==> src/rtl/ripple_mon_pkg.sv <==
// Shared types and constants for the ripple counter monitor.
package ripple_mon_pkg;

   localparam int unsigned EXT_W_DEFAULT = 12;
   localparam int unsigned CNT_W         = 4;

   typedef enum logic [1:0] {
      IDLE  = 2'd0,
      ARMED = 2'd1,
      MATCH = 2'd2
   } mon_state_t;

endpackage

==> src/rtl/ripple_count_monitor_sync.sv <==
// Synchronizer and ripple filter for the asynchronous 4-bit ripple counter.
module ripple_sync_filter
   import ripple_mon_pkg::*;
(
   input  logic             clk,
   input  logic             reset,
   input  logic [CNT_W-1:0] cnt_in,
   output logic [CNT_W-1:0] acc_out,
   output logic             acc_upd
);

   logic [CNT_W-1:0] s1;
   logic [CNT_W-1:0] s2;
   logic [CNT_W-1:0] s3;
   logic [CNT_W-1:0] acc;

   // acc_out/acc_upd are the acc register's D input and load strobe, so the
   // parent can extend the count on the same edge that acc changes.
   always_comb begin
      acc_upd = (s2 == s3) && (s2 != acc);
      acc_out = acc_upd ? s2 : acc;
   end

   always_ff @(posedge clk or posedge reset) begin
      if (reset) begin
         s1  <= '0;
         s2  <= '0;
         s3  <= '0;
         acc <= '0;
      end else begin
         s1  <= cnt_in;
         s2  <= s1;
         s3  <= s2;
         acc <= acc_out;
      end
   end

endmodule

==> src/rtl/ripple_count_monitor.sv <==
// Extends a filtered ripple count and raises a handshaked event at a threshold.
module ripple_count_monitor
   import ripple_mon_pkg::*;
#(
   parameter int unsigned EXT_W = EXT_W_DEFAULT
)
(
   input  logic             clk,
   input  logic             reset,
   input  logic [CNT_W-1:0] cnt_in,
   input  logic             arm,
   input  logic [EXT_W-1:0] thresh,
   output logic [EXT_W-1:0] ext_count,
   output logic             evt_valid,
   input  logic             evt_ready,
   output logic [EXT_W-1:0] evt_count,
   output logic             overflow,
   output logic             skip_err,
   output logic [1:0]       state
);

   localparam int unsigned HI_W = EXT_W - CNT_W;

   logic [CNT_W-1:0] acc_next;
   logic             acc_upd;
   logic [EXT_W-1:0] ext_q;
   logic [EXT_W-1:0] ext_d;
   logic [EXT_W-1:0] thr_q;
   logic [EXT_W-1:0] evt_q;
   logic [HI_W:0]    hi_sum;
   logic             carry;
   logic             wrap;
   logic             step_bad;
   logic             ovf_q;
   logic             skip_q;
   logic             arm_q;
   logic             arm_rise;
   logic             arm_load;
   logic             match_load;
   mon_state_t       state_q;
   mon_state_t       state_d;

   ripple_sync_filter u_filter (
      .clk     (clk),
      .reset   (reset),
      .cnt_in  (cnt_in),
      .acc_out (acc_next),
      .acc_upd (acc_upd)
   );

   // Upper bits count low-nibble wraps; carry out of them is the overflow.
   always_comb begin
      carry    = acc_upd && (acc_next < ext_q[CNT_W-1:0]);
      hi_sum   = {1'b0, ext_q[EXT_W-1:CNT_W]} + (HI_W+1)'(carry);
      ext_d    = {hi_sum[HI_W-1:0], acc_next};
      wrap     = hi_sum[HI_W];
      step_bad = acc_upd && (acc_next != ext_q[CNT_W-1:0] + CNT_W'(1));
      arm_rise = arm && !arm_q;
   end

   always_ff @(posedge clk or posedge reset) begin
      if (reset) begin
         state_q <= IDLE;
      end else begin
         state_q <= state_d;
      end
   end

   // Match is tested before the arm drop so a simultaneous match still fires.
   always_comb begin
      state_d    = state_q;
      arm_load   = 1'b0;
      match_load = 1'b0;
      case (state_q)
         IDLE: begin
            if (arm_rise) begin
               arm_load = 1'b1;
               state_d  = ARMED;
            end
         end
         ARMED: begin
            if (ext_q >= thr_q) begin
               match_load = 1'b1;
               state_d    = MATCH;
            end else if (!arm) begin
               state_d = IDLE;
            end
         end
         MATCH: begin
            if (evt_ready) begin
               state_d = IDLE;
            end
         end
         default: state_d = IDLE;
      endcase
   end

   always_ff @(posedge clk or posedge reset) begin
      if (reset) begin
         ext_q     <= '0;
         thr_q     <= '0;
         evt_q     <= '0;
         ovf_q     <= 1'b0;
         skip_q    <= 1'b0;
         arm_q     <= 1'b0;
         evt_valid <= 1'b0;
      end else begin
         ext_q     <= ext_d;
         arm_q     <= arm;
         evt_valid <= (state_d == MATCH);
         if (arm_load) begin
            thr_q <= thresh;
         end
         if (match_load) begin
            evt_q <= ext_q;
         end
         // A wrap landing on the arming edge is kept rather than lost.
         if (wrap) begin
            ovf_q <= 1'b1;
         end else if (arm_load) begin
            ovf_q <= 1'b0;
         end
         if (step_bad && (state_q == ARMED)) begin
            skip_q <= 1'b1;
         end else if (arm_load) begin
            skip_q <= 1'b0;
         end
      end
   end

   assign ext_count = ext_q;
   assign evt_count = evt_q;
   assign overflow  = ovf_q;
   assign skip_err  = skip_q;
   assign state     = state_q;

endmodule

==> config.mk <==
export PLATFORM = sky130hd
export DESIGN_NAME = ripple_count_monitor
export DESIGN_NICKNAME = d
export VERILOG_FILES = /design/src/rtl/ripple_mon_pkg.sv /design/src/rtl/ripple_count_monitor_sync.sv /design/src/rtl/ripple_count_monitor.sv
export SDC_FILE = /design/constraint.sdc
export NUM_CORES = 1
export LEC_CHECK = 0
export ABC_CLOCK_PERIOD_IN_PS = 2650
export BUFFER_PORTS_ARGS = -buffer_cell sky130_fd_sc_hd__buf_2
export CORE_MARGIN = 2
export CORE_UTILIZATION = 49
export CTS_BUF_LIST = sky130_fd_sc_hd__clkbuf_16
export DETAILED_ROUTE_END_ITERATION = 16
export MAX_ROUTING_LAYER = met4
export PLACE_DENSITY_LB_ADDON = 0.25
export SLEW_MARGIN = 10
export SYNTH_ARGS = -nofsm -noshare
export SYNTH_HDL_FRONTEND = slang
export SYNTH_SLANG_ARGS = --single-unit
==> constraint.sdc <==
create_clock -name clk -period 2.65 [get_ports clk]
set_clock_uncertainty 0.1 [all_clocks]
set_input_delay 0.3975 -clock clk [delete_from_list [all_inputs] [get_ports clk]]
set_output_delay 0.3975 -clock clk [all_outputs]
set_load 0.05 [all_outputs]
# == After elaboration in Yosys (flattened, before gate mapping) ==
# Cells that the tools add are included.
# totals
out_inout_bits,29
elab_cells,44
input_bits,20
ff_bits,58
# op_classes
mux,13
n_addsub,2
magnitude_cmp,2
eq_ne,6
n_reduce_logical,9
# ops
op,n
greater-or-equal comparator 12 bit,1
adder 8 x 1 -> 9 bit,1
2-to-1 mux 2 bit,4
!= test 4 bit,2
2-to-1 mux 1 bit,7
one-hot mux 2 bit (3 select lines),1
logical AND 1 bit,5
"adder 4 x 1 -> 4 bit, second input constant",1
"equality test 2 bit, second input constant",2
equality test 4 bit,1
less-than comparator 4 bit,1
2-to-1 mux 4 bit,1
nonzero test 2 bit,2
"equality test 2 x 1 -> 1 bit, second input constant",1
logical NOT 2 bit,1
logical NOT 1 bit,1

# == Longest topological paths before layout ==
# logic_depth
word_depth,7
depth_mapped,14
ltp_nobuf,14

# == Modules after synthesis ==
# Synthesis repeated with hierarchy kept, for this count alone.
# unflattened
cells_unflattened,205
hier_area_um2,2595.0
# modules_own_cells
module,instances,seq_area_each_um2,area_each_um2,cells_each
ripple_count_monitor,1,1051.0,2054.5,174
ripple_sync_filter,1,400.4,540.5,31

# == Worst setup path after synthesis ==
# Ideal clock, no wire load.
# synth_timing
path_kind,register to register
from,register u_filter.s2[1]
to,"register ext_q[10], in the netlist ext_count[10]"
required_ns,2.407
setup_time_ns,0.143
setup_slack_ns,-0.314
n_path_buf,0
path_stages_with_launch,14
period_less_slack_ns,2.964
t_arrival_ns,2.721
path_cell_list,dfrtp_1 -> xnor2_1 -> nand4_2 -> a21oi_1 -> ha_1 -> nor2b_1 -> o21ai_0 -> nand2b_1 -> a211oi_1 -> ha_1 -> ha_1 -> and3_1 -> nand3_1 -> xnor2_1
# synth_via
elab_chain_len,6
word_cells_on_any_way,7
cone_classes,1 x add/sub; 1 x order compare; 2 x eq/ne; 1 x mux; 2 x reduce/logical
# synth_lines
element,line_no,source
"start, declared",ripple_count_monitor_sync.sv:13,logic [CNT_W-1:0] s2;
"start signal, assigned",ripple_count_monitor_sync.sv:27,s2 <= '0;
"start signal, assigned",ripple_count_monitor_sync.sv:32,s2 <= s1;
equality test 4 bit or != test 4 bit (tied branches),ripple_count_monitor_sync.sv:20,acc_upd = (s2 == s3) && (s2 != acc);
logical AND 1 bit,ripple_count_monitor_sync.sv:20,
2-to-1 mux 4 bit *,ripple_count_monitor_sync.sv:21,acc_out = acc_upd ? s2 : acc;
via acc_next[1],ripple_count_monitor.sv:24,logic [CNT_W-1:0] acc_next;
less-than comparator 4 bit *,ripple_count_monitor.sv:53,carry = acc_upd && (acc_next < ext_q[CNT_W-1:0]);
logical AND 1 bit *,ripple_count_monitor.sv:53,
adder 8 x 1 -> 9 bit *,ripple_count_monitor.sv:54,"hi_sum = {1'b0, ext_q[EXT_W-1:CNT_W]} + (HI_W+1)'(carry);"
via hi_sum[6],ripple_count_monitor.sv:30,logic [HI_W:0] hi_sum;
"end signal, assigned",ripple_count_monitor.sv:108,ext_q <= ext_d;
"end, declared",ripple_count_monitor.sv:26,logic [EXT_W-1:0] ext_q;
# The timed path passes the listed nets; every way through them passes the cells marked *.
# A chain may end at the register's enable or synchronous reset.

# == Final worst setup path ==
# layout_timing
from,register u_filter.s2[3]
to,"register ext_q[10], in the netlist ext_count[10]"
# layout_via
elab_chain_len,6
word_cells_on_any_way,7
cone_classes,1 x add/sub; 1 x order compare; 2 x eq/ne; 1 x mux; 2 x reduce/logical
# layout_lines
element,line_no
equality test 4 bit or != test 4 bit (tied branches),ripple_count_monitor_sync.sv:20
logical AND 1 bit *,ripple_count_monitor_sync.sv:20
2-to-1 mux 4 bit *,ripple_count_monitor_sync.sv:21
via acc_next[1],ripple_count_monitor.sv:24
less-than comparator 4 bit *,ripple_count_monitor.sv:53
logical AND 1 bit *,ripple_count_monitor.sv:53
adder 8 x 1 -> 9 bit *,ripple_count_monitor.sv:54
via hi_sum[6],ripple_count_monitor.sv:30
# Marked as above.

==> flow_summary_export.csv <==
group,metric,value,unit
status,status,"complete, but fails checks",
status,violations,"negative setup slack",
critical_path,cp-end-kind,"flip-flop",
drt,drt_iter0_markers,64,
power,combPwrFrac,38.6,%
synth,syn_inst,200,
grt,grt_pass1_vias,1627,
sta,fin_crit,2.74,ns
power,p_leak,1.65,nW
place,numPortBuffers,48,
min_path,hold_depth,1,
critical_path,critPathMaxFanout,6,
drt,drt_wl_total,4.71,mm
sta,hold_viol,0,
synth,synth_top_family_by_area,"adder cells",
clock_network,root_buffer,"clkbuf_16",
drt,ant_nets,0,
finish,drive_above_1_share,39.7,%
place,gp_congestion,0.814,
synth,synth-adder-area-share,9.76,%
clock_network,numClockSinks,54,
drt,wl_per_cell,13.9,um
sta,fin_ws,-0.0900,ns
min_path,hold_start,"cnt_in[1]",
floorplan,die-area,0.00555,mm2
floorplan,coreArea,0.00475,mm2
finish,fill_cells,406,
synth,synth_mux_area_share,8.12,%
synth,yosys.area_share.simple,9.35,%
power,ir_drop,336,uV
drt,first_pass_iters,4,
place,hpwl,3.48,mm
critical_path,crit_type,"reg -> reg",
finish,fin_util,65.7,%
finish,fin_cells,339,
power,swShare,38.2,%
synth,ys_seq_area_share,55.5,%
synth,ys_types,34,
grt,grt_pass1_wl,7.84,mm
grt,grt_max_degree,24,
power,switchingPower,0.00106,W
synth,ys_ff_latch,54,
clock_network,numCtsBuffers,5,
clock_network,cts_tree,"done",
sta,setup_viol,2,
critical_path,startpoint_type,"flip-flop",
clock_network,clock_latency,0.28,ns
synth,yosysWarnings,0,
min_path,hold_class,"in -> reg",
synth,syn_nets,239,
finish,final_cell_mix,"53 x dfrtp_1, 48 x buf_2, 22 x nand2_1",
power,p_per_area,888,mW/mm2
floorplan,rows,25,
power,seq_power_share,39.2,%
grt,antenna_found_initial,0,
synth,avgSynthCellArea,12.2,um2
floorplan,start_util,51.2,%
clock_network,cts.path.max_buffers,2,
drt,via_per_inst,4.94,
drt,drc,0,
clock_network,cts-htree-levels,2,
synth,syn_area,0.00243,mm2
run,drv_cap,0,
critical_path,ff2ff_setup_slack,-0.09,ns
power,p_int,0.00171,W
finish,num_antenna_cells,0,
critical_path,arrival,2.81,ns
synth,synth_compound_area_share,7.71,%
drt,via_count,1675,
critical_path,r2r_cells,13,
sta,slew_headroom,77.3,%
critical_path,rr_endpoint,"ext_count[10]",
synth,synth_xor_area_share,6.12,%
min_path,hold_path_end,"u_filter.s1[1]",
floorplan,ios,49,
sta,tightest_slew,0.339,ns
sta,max_freq,365,MHz
sta,post-route-period-util,103,%
grt,grt_usage,19.5,%
sta,holdWs,0.114,ns
grt,overflow,0,
finish,final_common_cell,"dfrtp_1",
floorplan,dieWidth,74.5,um
sta,rsz0062_at_grt,"yes",
critical_path,worstPathRequired,2.72,ns
place,dp_cells,329,
floorplan,die_y,74.5,um
sta,drv_slew,0,
critical_path,reg2reg_from,"u_filter.s2[3]",
power,p_clk_share,22.2,%
finish,fin_nets,311,
finish,syn2layout_area_growth,28.2,%
clock_network,clk_pin_slew,0.07,ns
## per-layer routing
metal	track usage [%]	wire length [um]
met4	4.17	39
met5	-	0
met2	29.6	2180
met3	4.47	131
met1	27.1	2350
## cells in the mapped netlist
cell,n,area [um2]
a2111oi_2,1,15.0
mux2i_1,1,10.0
nand2_1,22,82.6
a211oi_2,1,12.5
and2b_2,1,8.76
a31oi_1,1,6.26
dfrtp_1,54,1350
a21oi_1,5,25.0
nor4b_1,1,8.76
ha_1,19,238
or4b_4,1,13.8
nand3_1,5,25.0
nor2b_1,2,12.5
a211oi_1,2,15.0
mux2_4,8,120
xor2_1,3,26.3
and3_1,3,18.8
buf_6,1,11.3
nand2b_1,1,6.26
nand4_1,1,6.26
a32o_1,1,10.0
clkbuf_1,1,3.75
buf_2,1,5.00
a41o_1,1,10.0
nor2_1,5,18.8
nand2_2,1,6.26
o21ai_0,15,75.1
o21ai_1,2,10.0
xnor2_1,14,123
mux2_2,6,67.6
inv_1,17,63.8
nand4_2,1,12.5
a41oi_1,1,8.76
nor3b_1,1,7.51
## worst max-delay path, stage by stage (launching register included)
cell and delay [ns]:
dfrtp_1 0.40, xnor2_2 0.21, nand4_4 0.19, a21oi_2 0.22
ha_1 0.24, nor2b_1 0.12, o21ai_1 0.11, nand2b_1 0.08
a211oi_2 0.18, ha_2 0.23, ha_4 0.13, and3_4 0.19
nand3_2 0.08, xnor2_1 0.13
## power groups by stage
stage          Sequential, W  Combinational [W]  Clock [W]
2_1_floorplan        0.00136           0.000487          0
6_report             0.00109            0.00107   0.000616
3_3_place_gp         0.00109            0.00104          0
5_1_grt              0.00111            0.00118   0.000660
4_1_cts              0.00108            0.00108   0.000629
3_5_place_dp         0.00110            0.00105          0
## stage by stage
step | setup slack (ns) | power, W | TNS, ns | instance area [um2]
after floorplan | -0.134 | 0.00185 | -0.134 | 2470
after global placement | -0.113 | 0.00213 | -0.150 | 2920
after detailed placement | -0.191 | 0.00215 | -0.282 | 2920
after CTS | -0.154 | 0.00279 | -0.232 | 3100
after global routing | -0.261 | 0.00295 | -0.821 | 3120
final | -0.0900 | 0.00277 | -0.101 | 3120
## final cells by class
cell class                 count  area [um2]  area share, %
multi-input combinational    126        1080           34.6
clock inverter                 2        10.0          0.321
tap                           67        83.8           2.69
clock buffer                   5         125           4.01
inverter                      17        63.8           2.04
sequential                    54        1350           43.3
timing repair buffer          68         405           13.0
## cells by family after synthesis
logic type               Yosys count
AO/OA/AOI/OAI                     30
XOR/XNOR                          17
adder cells (fa/ha/maj)           19
buffers and inverters             20
flip-flops                        54
multiplexers                      15
AND/OR/NAND/NOR                   45
## how the worst max path moves through the flow
| stage | cells after the start | slack (ns) | from | to |
|---|---|---|---|---|
| 2_1_floorplan | 14 | -0.13 | u_filter.s2[3] | ext_count[10] |
| 3_3_place_gp | 14 | -0.11 | u_filter.s2[3] | ext_count[10] |
| 3_5_place_dp | 14 | -0.19 | u_filter.s2[3] | ext_count[10] |
| 4_1_cts | 14 | -0.15 | u_filter.s3[0] | ext_count[10] |
| 5_1_grt | 13 | -0.26 | u_filter.s2[3] | ext_count[10] |
| 6_report | 13 | -0.09 | u_filter.s2[3] | ext_count[10] |
## what timing repair did
item / in CTS / in global routing
endpoints found under the hold margin: 15 / 0
pin swaps: 2 / 1
buffers inserted: 2 / 0
endpoints found under the setup margin: 7 / 8
gates cloned: 0 / 0
resized for setup: 2 / 4
hold buffers: 1 / 0
## sequential cells by signal, summed over array words and instances, names as in the netlist
| name | count |
|---|---|
| evt_valid | 1 |
| evt_count | 12 |
| state | 2 |
| skip_err | 1 |
| ext_count | 9 |
| u_filter.s3 | 4 |
| overflow | 1 |
| u_filter.s1 | 4 |
| u_filter.s2 | 4 |
| arm_q | 1 |
| u_filter.acc | 3 |
| thr_q | 12 |
No activity file was read; power rests on OpenSTA's default activity.
